## src/rtl/logu_schraudolph_pipe_pkg.sv

```systemverilog
// Shared types and format helpers for the Schraudolph log/exp units.
// Format geometry, class flags, the LN2 constant and canonical special
// encodings live here so the exp unit can reuse them.
package logu_schraudolph_pipe_pkg;

    typedef enum logic [1:0] {
        FP32,
        FP16,
        FP16ALT,
        FP8
    } fp_format_e;

    typedef struct packed {
        logic is_nan;
        logic is_neg;
        logic is_zero;
        logic is_inf;
    } logu_class_t;

    function automatic int fp_exp_bits(fp_format_e f);
        case (f)
            FP32:    return 8;
            FP16:    return 5;
            FP16ALT: return 8;
            default: return 5;
        endcase
    endfunction

    function automatic int fp_man_bits(fp_format_e f);
        case (f)
            FP32:    return 23;
            FP16:    return 10;
            FP16ALT: return 7;
            default: return 2;
        endcase
    endfunction

    function automatic int fp_width(fp_format_e f);
        return 1 + fp_exp_bits(f) + fp_man_bits(f);
    endfunction

    function automatic int fp_bias(fp_format_e f);
        return (1 << (fp_exp_bits(f) - 1)) - 1;
    endfunction

    // ln(2) as an unsigned Q0.bf integer, rounded to nearest
    function automatic int ln2_const(int bf);
        return int'(0.6931471805599453 * real'(1 << bf));
    endfunction

    function automatic logic [31:0] pinf_bits(fp_format_e f);
        return ((32'd1 << fp_exp_bits(f)) - 32'd1) << fp_man_bits(f);
    endfunction

    function automatic logic [31:0] ninf_bits(fp_format_e f);
        return pinf_bits(f) | (32'd1 << (fp_exp_bits(f) + fp_man_bits(f)));
    endfunction

    // quiet NaN: exponent all ones, mantissa MSB set, positive sign
    function automatic logic [31:0] qnan_bits(fp_format_e f);
        return pinf_bits(f) | (32'd1 << (fp_man_bits(f) - 1));
    endfunction

endpackage

```

## src/rtl/logu_schraudolph_pipe_if.sv

```systemverilog
// Valid/ready stream carrying one FP operand/result plus a sideband tag.
interface logu_schraudolph_pipe_if #(
    parameter int DATA_W = 16,
    parameter int TAG_W  = 4
);
    logic              valid;
    logic              ready;
    logic [DATA_W-1:0] data;
    logic [TAG_W-1:0]  tag;

    modport master (output valid, data, tag, input ready);
    modport slave  (input valid, data, tag, output ready);
endinterface

```

## src/rtl/logu_fix2fp.sv

```systemverilog
// Combinational signed fixed-point to floating-point converter.
// Input carries FRAC fraction bits; output is {sign, exp, man}.
// Caller guarantees the result never overflows or goes subnormal.
module logu_fix2fp #(
    parameter int IW    = 31,
    parameter int FRAC  = 21,
    parameter int EXP   = 8,
    parameter int MAN   = 7,
    parameter int BIAS  = 127,
    parameter int ROUND = 1
) (
    input  logic signed [IW-1:0]  fix_i,
    output logic        [EXP+MAN:0] fp_o
);
    localparam int LZW = $clog2(IW + 1);

    logic           sign;
    logic [IW-1:0]  mag;
    logic [IW-1:0]  norm;
    logic [LZW-1:0] lz;
    logic [MAN-1:0] man;
    logic [MAN-1:0] man_r;
    logic           guard;
    logic           sticky;
    logic           rnd;
    logic           carry;
    int             exp_v;

    // magnitude and leading-zero count (highest set bit wins)
    always_comb begin
        sign = fix_i[IW-1];
        mag  = sign ? -fix_i : fix_i;
        lz   = LZW'(IW);
        for (int i = 0; i < IW; i++) begin
            if (mag[i]) lz = LZW'(IW - 1 - i);
        end
    end

    // normalize so the leading one sits at the top, then round and pack;
    // a zero input leaves norm[IW-1] clear and packs to +0
    always_comb begin
        norm   = mag << lz;
        man    = norm[IW-2 -: MAN];
        guard  = norm[IW-2-MAN];
        sticky = |norm[IW-3-MAN:0];
        rnd    = (ROUND != 0) && guard && (sticky || man[0]);
        {carry, man_r} = {1'b0, man} + (MAN+1)'(rnd);
        exp_v  = BIAS + IW - 1 - FRAC - int'(lz) + int'(carry);
        fp_o   = norm[IW-1] ? {sign, EXP'(exp_v), man_r} : '0;
    end
endmodule

```

## src/rtl/logu_schraudolph_pipe.sv

```systemverilog
// Three-stage Schraudolph natural-log approximation.
// S1 decodes the operand as fixed-point log2, S2 scales by ln2,
// S3 converts back to float and applies special-case overrides.
// Elastic valid/ready pipeline: full throughput, backpressure, no skid.
module logu_schraudolph_pipe
    import logu_schraudolph_pipe_pkg::*;
#(
    parameter fp_format_e FPFORMAT        = FP16ALT,
    parameter int         B_FRACTION      = 14,
    parameter int         ENABLE_ROUNDING = 1,
    parameter int         TAG_WIDTH       = 4
) (
    input  logic                           clk_i,
    input  logic                           rst_i,
    input  logic                           clear_i,
    logu_schraudolph_pipe_if.slave         in_if,
    logu_schraudolph_pipe_if.master        out_if
);
    localparam int EXP    = fp_exp_bits(FPFORMAT);
    localparam int MAN    = fp_man_bits(FPFORMAT);
    localparam int W      = fp_width(FPFORMAT);
    localparam int BIAS   = fp_bias(FPFORMAT);
    localparam int LW     = B_FRACTION + 1;
    localparam int PW     = W + LW;
    localparam int STAGES = 3;

    localparam logic signed [LW-1:0] LN2   = LW'(ln2_const(B_FRACTION));
    localparam logic signed [W-1:0]  L_OFS = W'(BIAS << MAN);
    localparam logic [W-1:0]         QNAN  = W'(qnan_bits(FPFORMAT));
    localparam logic [W-1:0]         PINF  = W'(pinf_bits(FPFORMAT));
    localparam logic [W-1:0]         NINF  = W'(ninf_bits(FPFORMAT));

    logic [STAGES:1]        vld_pipe_q, vld_pipe_d, en;
    logic [EXP-1:0]         op_exp;
    logic [MAN-1:0]         op_man;
    logu_class_t            cls_in, s1_cls_q, s1_cls_d, s2_cls_q, s2_cls_d;
    logic signed [W-1:0]    l_in, s1_l_q, s1_l_d;
    logic signed [PW-1:0]   p_s2, s2_p_q, s2_p_d;
    logic [TAG_WIDTH-1:0]   s1_tag_q, s1_tag_d, s2_tag_q, s2_tag_d, s3_tag_q, s3_tag_d;
    logic [W-1:0]           fix_res, pack_res, s3_res_q, s3_res_d;

    // a stage may load when empty or when its contents move on this cycle
    always_comb begin
        en[3] = !vld_pipe_q[3] || out_if.ready;
        en[2] = !vld_pipe_q[2] || en[3];
        en[1] = !vld_pipe_q[1] || en[2];
    end

    assign in_if.ready  = en[1];
    assign out_if.valid = vld_pipe_q[3];
    assign out_if.data  = s3_res_q;
    assign out_if.tag   = s3_tag_q;

    // S1 decode: class flags and the operand reinterpreted as signed log2
    always_comb begin
        op_exp         = in_if.data[W-2 -: EXP];
        op_man         = in_if.data[MAN-1:0];
        cls_in.is_zero = (op_exp == '0);
        cls_in.is_nan  = (op_exp == '1) && (op_man != '0);
        cls_in.is_inf  = (op_exp == '1) && (op_man == '0);
        cls_in.is_neg  = in_if.data[W-1] && !cls_in.is_zero;
        l_in           = signed'({1'b0, in_if.data[W-2:0]}) - L_OFS;
    end

    // S2 scale: full-precision product, no truncation
    assign p_s2 = PW'(s1_l_q) * PW'(LN2);

    logu_fix2fp #(
        .IW    (PW),
        .FRAC  (MAN + B_FRACTION),
        .EXP   (EXP),
        .MAN   (MAN),
        .BIAS  (BIAS),
        .ROUND (ENABLE_ROUNDING)
    ) u_fix2fp (
        .fix_i (s2_p_q),
        .fp_o  (fix_res)
    );

    // S3 special-case override in priority order
    always_comb begin
        if (s2_cls_q.is_nan)       pack_res = QNAN;
        else if (s2_cls_q.is_neg)  pack_res = QNAN;
        else if (s2_cls_q.is_zero) pack_res = NINF;
        else if (s2_cls_q.is_inf)  pack_res = PINF;
        else                       pack_res = fix_res;
    end

    // next-state: clear flushes everything, otherwise each stage loads on its enable
    always_comb begin
        vld_pipe_d = vld_pipe_q;
        s1_cls_d   = s1_cls_q;
        s1_l_d     = s1_l_q;
        s1_tag_d   = s1_tag_q;
        s2_cls_d   = s2_cls_q;
        s2_p_d     = s2_p_q;
        s2_tag_d   = s2_tag_q;
        s3_res_d   = s3_res_q;
        s3_tag_d   = s3_tag_q;
        if (clear_i) begin
            vld_pipe_d = '0;
            s1_cls_d   = '0;
            s1_l_d     = '0;
            s1_tag_d   = '0;
            s2_cls_d   = '0;
            s2_p_d     = '0;
            s2_tag_d   = '0;
            s3_res_d   = '0;
            s3_tag_d   = '0;
        end else begin
            if (en[1]) begin
                vld_pipe_d[1] = in_if.valid;
                s1_cls_d      = cls_in;
                s1_l_d        = l_in;
                s1_tag_d      = in_if.tag;
            end
            if (en[2]) begin
                vld_pipe_d[2] = vld_pipe_q[1];
                s2_cls_d      = s1_cls_q;
                s2_p_d        = p_s2;
                s2_tag_d      = s1_tag_q;
            end
            if (en[3]) begin
                vld_pipe_d[3] = vld_pipe_q[2];
                s3_res_d      = pack_res;
                s3_tag_d      = s2_tag_q;
            end
        end
    end

    // pipeline registers, async reset discards in-flight operands
    always_ff @(posedge clk_i or posedge rst_i) begin
        if (rst_i) begin
            vld_pipe_q <= '0;
            s1_cls_q   <= '0;
            s1_l_q     <= '0;
            s1_tag_q   <= '0;
            s2_cls_q   <= '0;
            s2_p_q     <= '0;
            s2_tag_q   <= '0;
            s3_res_q   <= '0;
            s3_tag_q   <= '0;
        end else begin
            vld_pipe_q <= vld_pipe_d;
            s1_cls_q   <= s1_cls_d;
            s1_l_q     <= s1_l_d;
            s1_tag_q   <= s1_tag_d;
            s2_cls_q   <= s2_cls_d;
            s2_p_q     <= s2_p_d;
            s2_tag_q   <= s2_tag_d;
            s3_res_q   <= s3_res_d;
            s3_tag_q   <= s3_tag_d;
        end
    end
endmodule

```

## src/flat_wrapper.sv

```systemverilog
// flat-port wrapper written by rule: the top's interface ports become plain ports
module logu_schraudolph_pipe_flat import logu_schraudolph_pipe_pkg::*;
#(
    parameter fp_format_e FPFORMAT        = FP16ALT,
    parameter int         B_FRACTION      = 14,
    parameter int         ENABLE_ROUNDING = 1,
    parameter int         TAG_WIDTH       = 4
)
  (clk_i, rst_i, clear_i, in_if_valid, in_if_data, in_if_tag, in_if_ready, out_if_valid, out_if_data, out_if_tag, out_if_ready);
  logu_schraudolph_pipe_if #(.DATA_W(16), .TAG_W(4)) in_if_i ();
  logu_schraudolph_pipe_if #(.DATA_W(16), .TAG_W(4)) out_if_i ();
  input  logic clk_i;
  input  logic rst_i;
  input  logic clear_i;
  input wire logic [$bits(in_if_i.valid)-1:0] in_if_valid;
  input wire logic [$bits(in_if_i.data)-1:0] in_if_data;
  input wire logic [$bits(in_if_i.tag)-1:0] in_if_tag;
  output wire logic [$bits(in_if_i.ready)-1:0] in_if_ready;
  output wire logic [$bits(out_if_i.valid)-1:0] out_if_valid;
  output wire logic [$bits(out_if_i.data)-1:0] out_if_data;
  output wire logic [$bits(out_if_i.tag)-1:0] out_if_tag;
  input wire logic [$bits(out_if_i.ready)-1:0] out_if_ready;
  assign in_if_i.valid = in_if_valid;
  assign in_if_i.data = in_if_data;
  assign in_if_i.tag = in_if_tag;
  assign in_if_ready = in_if_i.ready;
  assign out_if_valid = out_if_i.valid;
  assign out_if_data = out_if_i.data;
  assign out_if_tag = out_if_i.tag;
  assign out_if_i.ready = out_if_ready;
  logu_schraudolph_pipe #(.FPFORMAT(FPFORMAT), .B_FRACTION(B_FRACTION), .ENABLE_ROUNDING(ENABLE_ROUNDING), .TAG_WIDTH(TAG_WIDTH)) u_core (.clk_i(clk_i), .rst_i(rst_i), .clear_i(clear_i), .in_if(in_if_i), .out_if(out_if_i));
endmodule
```

## config.mk

```make
export PLATFORM = sky130hd
export DESIGN_NAME = logu_schraudolph_pipe_flat
export DESIGN_NICKNAME = d
export VERILOG_FILES = /design/src/rtl/logu_schraudolph_pipe_pkg.sv /design/src/rtl/logu_schraudolph_pipe_if.sv /design/src/rtl/logu_fix2fp.sv /design/src/rtl/logu_schraudolph_pipe.sv /design/src/flat_wrapper.sv
export SDC_FILE = /design/constraint.sdc
export NUM_CORES = 1
export LEC_CHECK = 0
export ABC_AREA = 0
export ABC_CLOCK_PERIOD_IN_PS = 8600
export CORE_ASPECT_RATIO = 0.7
export CORE_UTILIZATION = 30
export CTS_CLUSTER_DIAMETER = 40
export CTS_CLUSTER_SIZE = 40
export DETAILED_ROUTE_END_ITERATION = 7
export GPL_TIMING_DRIVEN = 0
export PLACE_DENSITY = 0.43
export SYNTH_ARGS = -nofsm -noshare
export SYNTH_HDL_FRONTEND = slang
export SYNTH_SLANG_ARGS = --single-unit
```

## constraint.sdc

```tcl
create_clock -name clk_i -period 8.6 [get_ports clk_i]
set_clock_uncertainty 0.2 [all_clocks]
set_input_delay 1.72 -clock clk_i [delete_from_list [all_inputs] [get_ports clk_i]]
set_output_delay 1.72 -clock clk_i [all_outputs]
set_load 0.03 [all_outputs]
```

==> metrics, run 1 <==
status=completed; final WL=45.9 mm; antenna violations before repair=0; Initial Util=0.307; vias in the first global route=11500; Clock Latency Late Sink=0.36 ns; Net Count, Synth=1742; Vias/cell=5.53; vias post-DR=11600; hold path endpoint=u_core.out_if.data[14]; count of flip-flops with a built-in enable after synthesis=0; die area=43100 um2; Root Buffer=clkbuf_16; Rows=62; cts-stage hold buffer count=0; Cells after Synth=1498; Hold Crit Start=u_core.out_if.data[14]; CTS Buf Count=9; Relative slew margins=0.274; placed cell count=2089; CTS tree=yes; Setup violations, final=0; clock-pin slew on the worst setup and hold paths=0.08 ns; ys flop type=dfrtp_1; Worst Setup End Kind=flip-flop; die width=248 um; Leak=6.30 nW; Worst-Margin Slew=1.08 ns; hold-critical path depth=2; max cap viols=0; TNS Setup=0 ns; Antenna diodes=0; Syn-to-layout area delta=11.9%; Setup Crit Path Kind=reg2reg; Max VDD drop=0.000165 V; slowest stage delay, CP=0.62 ns; Fin Hold WS=0.289 ns; worst-path fanout max=10; fmax=0.122 GHz; CP Data Required Time=8.70 ns; HPWL after detailed placement=38.0 mm; H-tree levels=3; Worst R2R End=u_core.out_if.data[11]; I/O pins=47; nets@finish=1800; Syn. warnings=0; synthesized area=12700 um2; Synth Register Bits=86; endpoints failing hold=0; Fill cells=4383; R2R depth=26; drt first pass iters=5; Die Ht=174 um; share of cells above drive strength 1=0.0615; # clock sinks=86; pre-CTS setup slack=0.451 ns; grt ovf=0; DR iter-0 viols=910; Clock Path Buffers=2; Routed Antenna Nets=0; Final Cycle Share=0.955; Worst Hold Class=reg2reg; Slew Limit Fails=0; first-pass GRT wire length=71.7 mm; core box area=41300 um2; startpoint types=flip-flop; worst setup margin=0.385 ns; syn avg cell area=8.47 um2; largest net degree at the start of global routing=47; wire per inst=21.8 um; non-filler instance count after layout=2105; RSZ-0062 raised after global routing=false; PD cells=440 nW/um2; PortBufs=46; CP dominant cell by count=ha_1; gr usage total=0.219; Core Util, Final=0.343; Seq/Total Area, Yosys=0.170; count of cell types in the netlist=93; minimum clock period=8.21 ns; Crit-path slowest cell=nor4_2; FFs w/ async S/R, synth=1.00; worst reg2reg path startpoint=u_core.s2_p_q[0]; DRC Markers=0; CP arrival=8.32 ns; GP Congestion=0.973; reg2reg setup slack=0.39 ns
==> cell families (layout without fill, tap and decap cells) <==
| group | Yosys count | in the layout | synth area share |
|---|---|---|---|
| compound gates | 390 | 390 | 0.222 |
| xor+xnor | 72 | 72 | 0.0497 |
| fa+ha+maj | 219 | 219 | 0.272 |
| buf+inv | 291 | 354 | 0.0918 |
| flops | 86 | 86 | 0.170 |
| mux | 34 | 34 | 0.0288 |
| simple gates | 406 | 406 | 0.166 |
==> cells in the mapped netlist, types with 35 or more instances <==
| cell type | instances | area, um2 |
|---|---|---|
| xnor2_1 | 37 | 324 |
| xor2_1 | 35 | 307 |
| inv_1 | 200 | 751 |
| fa_1 | 94 | 1880 |
| nor2_1 | 69 | 259 |
| nor3_1 | 45 | 225 |
| a21oi_1 | 39 | 195 |
| clkbuf_1 | 61 | 229 |
| a22o_1 | 37 | 324 |
| nand3_1 | 49 | 245 |
| o21ai_0 | 100 | 500 |
| nand2_1 | 107 | 402 |
| ha_1 | 125 | 1560 |
| dfrtp_1 | 86 | 2150 |
==> worst max path at each step <==
stage | cells after the start | slack [ns] | endpoint | startpoint
2_1_floorplan | 21 | 2.24 | u_core.s2_p_q[29] | u_core.s1_l_q[15]
3_3_place_gp | 26 | 0.39 | u_core.out_if.data[11] | u_core.s2_p_q[0]
3_5_place_dp | 24 | 0.45 | u_core.out_if.data[11] | u_core.s2_p_q[0]
4_1_cts | 24 | 0.40 | u_core.out_if.data[11] | u_core.s2_p_q[0]
5_1_grt | 26 | 0.05 | u_core.out_if.data[11] | u_core.s2_p_q[0]
6_report | 26 | 0.39 | u_core.out_if.data[11] | u_core.s2_p_q[0]
==> repair_timing <==
| action | 4_1_cts | 5_1_grt |
|---|---|---|
| gates resized for setup | 0 | 6 |
| setup endpoints to repair | 0 | 4 |
| setup buffers | 0 | 0 |
==> critical path: cells and delay by family (launching register included) <==
kind            cells  cell delay (ns)
buf+inv             8             1.97
fa+ha+maj           3             0.70
mux                 1             0.35
simple gates        7             1.89
flops               1             0.37
compound gates      7             2.66
==> metal layers <==
layer,up-vias,GRT usage,share of wire
met5,-,0,0
met4,0,0.0294,0.0090
met3,27,0.0584,0.078
met2,404,0.280,0.37
met1,5706,0.359,0.55
li1,5497,-,-
==> report_power, final <==
group          total [mW]  switching [mW]  internal (mW)  leakage [nW]
sequential          0.568          0.0744          0.494          1.13
clock               0.425           0.193          0.232         0.150
combinational        5.26            3.42           1.84          5.02
total                6.25            3.69           2.56          6.30
==> metrics by stage <==
step           power [mW]  area [um2]
2_1_floorplan        4.07       12700
3_3_place_gp         5.70       13800
3_5_place_dp         5.66       13900
4_1_cts              6.12       14200
5_1_grt              6.75       14200
6_report             6.25       14200
==> cell type report <==
class / instances / area (um2) / area share
multi-input combinational: 1121 / 9400 / 0.662
tap: 544 / 681 / 0.0479
sequential: 86 / 2150 / 0.152
timing repair buffer: 47 / 480 / 0.0338
clock buffer: 9 / 225 / 0.0159
inverter: 202 / 761 / 0.0536
buffer: 89 / 408 / 0.0287
clock inverter: 7 / 86.3 / 0.00608
==> placed cells by master, fill, tap and decap left out, drive strengths merged, types with 45 or more instances in the layout <==
master           n
inv            206
o21ai          105
nor3            45
clkdlybuf4s50   46
fa              94
nor2            69
ha             125
nand3           50
dfrtp           86
nand2          108
clkbuf          70
==> flip-flops by register name (all words and copies together) (netlist names) <==
signal	count
u_core.s1_tag_q	4
u_core.s1_l_q	16
u_core.out_if.data	16
u_core.s2_p_q	31
u_core.vld_pipe_q	3
u_core.s2_tag_q	4
u_core.s2_cls_q	4
u_core.out_if.tag	4
u_core.s1_cls_q	4
Power figures use the tool's default switching activity.
==> run 2, diff against run 1 <==
Settings changed: ABC_CLOCK_PERIOD_IN_PS 8600 to default, GPL_ROUTABILITY_DRIVEN from default to 0.
==> run 2 against run 1 <==
Compared with the run above:
- register-to-register slack lost 0.20 ns
- highest routed layer unchanged
- flip-flop and latch count unchanged
- largest power group unchanged
- hold slack lost 0.0082 ns
- clock power decreased by 5.6%
- final area decreased by 0.29%
==> metrics, run 2 (synthesis gave the netlist of run 1 again) <==
Worst Hold Class=reg2reg; Resize count post-CTS=0 (unchanged); status=completed; Die Ht=174 um (unchanged); startpoint types=flip-flop; Final Cycle Share=0.979 (+0.0234); # clock sinks=86 (unchanged); placed cell count=2090 (+0.048%); Routed Antenna Nets=0 (unchanged); CP cell instances=clkbuf_1 > inv_1 > ha_1 > or4b_4 > buf_6 > nor4_2 > a21oi_1 > mux2i_1 > a2bb2oi_1 > nand2_1 > nand2_1 > inv_2 > buf_1 > mux2i_1 > a221oi_1 > o21ai_0 > nand3_1 > ha_1 > inv_1 > ha_1 > a21oi_1 > nor2_1 > o21ai_0 > a32o_1; Most flops, register=u_core.s2_p_q; largest net degree at the start of global routing=48 (+2.1%); Clock Latency Late Sink=0.36 ns (about the same); minimum clock period=8.42 ns (+0.201 ns); Clock Path Buffers=2 (unchanged); vias in the first global route=11600 (+1.0%); met2 Usage GRT=0.265 (-0.0150); H-tree levels=3 (unchanged); I/O pins=47 (unchanged); core box area=41300 um2 (unchanged); CTS tree=yes; HPWL after detailed placement=36.7 mm (-3.5%); number of flip-flops under the largest register name=31 (unchanged); post-CTS setup buffer count=0 (unchanged); Hold Crit Start=u_core.out_if.data[14]; Worst Setup End Kind=flip-flop; Worst-Margin Slew=1.14 ns (+0.0570 ns); commonest non-fill, non-tap cell in the layout=inv_1; CP arrival=8.53 ns (+0.21 ns); Relative slew margins=0.240 (-0.0345); Leak=6.29 nW (-0.17%); Slew Limit Fails=0 (unchanged); cts-stage hold buffer count=0 (unchanged); non-filler instance count after layout=2106 (+0.048%); antenna violations before repair=0 (unchanged); first-pass GRT wire length=69.8 mm (-2.6%); DR iter-0 viols=1075 (+18%); Root Buffer=clkbuf_16; nets@finish=1801 (+0.056%); pre-CTS setup slack=0.759 ns (+0.308 ns); met3 Usage GRT=0.0625 (+0.00417); share of cells above drive strength 1=0.0583 (-0.00324); DRC Markers=0 (unchanged); Fin Hold WS=0.281 ns (-0.00817 ns); worst reg2reg path startpoint=u_core.s2_p_q[0]; Max VDD drop=0.000174 V (+5.4%); CTS Buf Count=9 (unchanged); RSZ-0062 raised after global routing=false; gr usage total=0.210 (-0.00918); clock-pin slew on the worst setup and hold paths=0.08 ns (about the same); endpoints failing hold=0 (unchanged); TNS Setup=0 ns (unchanged); Crit-path slowest cell=a2bb2oi_1; vias post-DR=11800 (+1.8%); Vias/cell=5.62 (+1.8%); die width=248 um (unchanged); max cap viols=0 (unchanged); commonest non-fill, non-tap cells in the layout=199 x inv_1, 125 x ha_1, 107 x nand2_1; PortBufs=46 (unchanged); final WL=44.1 mm (-4.0%); Initial Util=0.307 (unchanged); worst setup margin=0.184 ns (-0.201 ns); slowest stage delay, CP=0.87 ns (+0.25 ns); grt ovf=0 (unchanged); CP dominant cell by count=ha_1; Worst setup startpoint=u_core.s2_p_q[0]; die area=43100 um2 (unchanged); FF/Latch Area=2150 um2 (unchanged); wire per inst=20.9 um (-4.0%); Antenna diodes=0 (unchanged); worst-path fanout max=10 (unchanged); Setup Crit Path Kind=reg2reg; area of the multi-input gates=9370 um2 (-0.32%); fmax=0.119 GHz (-2.4%); Rows=62 (unchanged); CP Data Required Time=8.71 ns (about the same); Fill cells=4391 (+0.18%); Crit path buffers/inverters=6 (-2); Setup violations, final=0 (unchanged); Syn-to-layout area delta=11.6%; PD cells=432 nW/um2 (-1.9%); Top delay family on crit path=compound AO/OA/AOI/OAI gates; drt first pass iters=6 (+1); M1 GR Usage=0.344 (-0.0158); layer with the highest usage=met1
-- run 2: worst paths after layout --
kind | endpoint | depth (start not counted) | slack (ns)
max in group asynchronous | u_core.s2_cls_q[3] | 3 | 5.98
min in group asynchronous | u_core.s1_cls_q[0] | 2 | 1.60
min | u_core.out_if.data[14] | 2 | 0.28
min reg2reg | u_core.out_if.data[14] | 2 | 0.28
max | u_core.out_if.data[11] | 24 | 0.18
max reg2reg | u_core.out_if.data[11] | 24 | 0.18
-- run 2: through the flow --
stage / total power [mW] / utilization / instance area, um2
detailed placement: 5.53 / 0.335 / 13900
global route: 6.59 / 0.342 / 14200
floorplan: 4.07 / - / 12700
CTS: 5.96 / 0.342 / 14200
finish: 6.12 / 0.342 / 14200
global placement: 5.57 / 0.334 / 13800
-- run 2: final cells by class --
| class | instances | share of cell area |
|---|---|---|
| sequential | 86 | 0.152 |
| buffer | 89 | 0.0287 |
| clock inverter | 7 | 0.00504 |
| tap | 544 | 0.0481 |
| multi-input combinational | 1121 | 0.662 |
| timing repair buffer | 48 | 0.0343 |
| inverter | 202 | 0.0537 |
| clock buffer | 9 | 0.0159 |
-- run 2: worst min-delay path: stages, from the launching register on --
cell and delay (ns):
dfrtp_1 0.35, nand2_1 0.05, nand2_1 0.05
-- run 2: layer usage --
layer | routed length [um] | vias up | share of wire
met2 | 15900 | 452 | 0.36
met4 | 297 | 0 | 0.0067
met1 | 23800 | 5847 | 0.54
met5 | 0 | - | 0
met3 | 4010 | 38 | 0.091
li1 | - | 5507 | -
-- run 2: report_power, final --
| part | internal, mW | leakage (nW) | switching (mW) | total [mW] |
|---|---|---|---|---|
| Sequential | 0.494 | 1.13 | 0.0748 | 0.569 |
| Clock | 0.205 | 0.146 | 0.196 | 0.401 |
| Combinational | 1.83 | 5.01 | 3.32 | 5.15 |
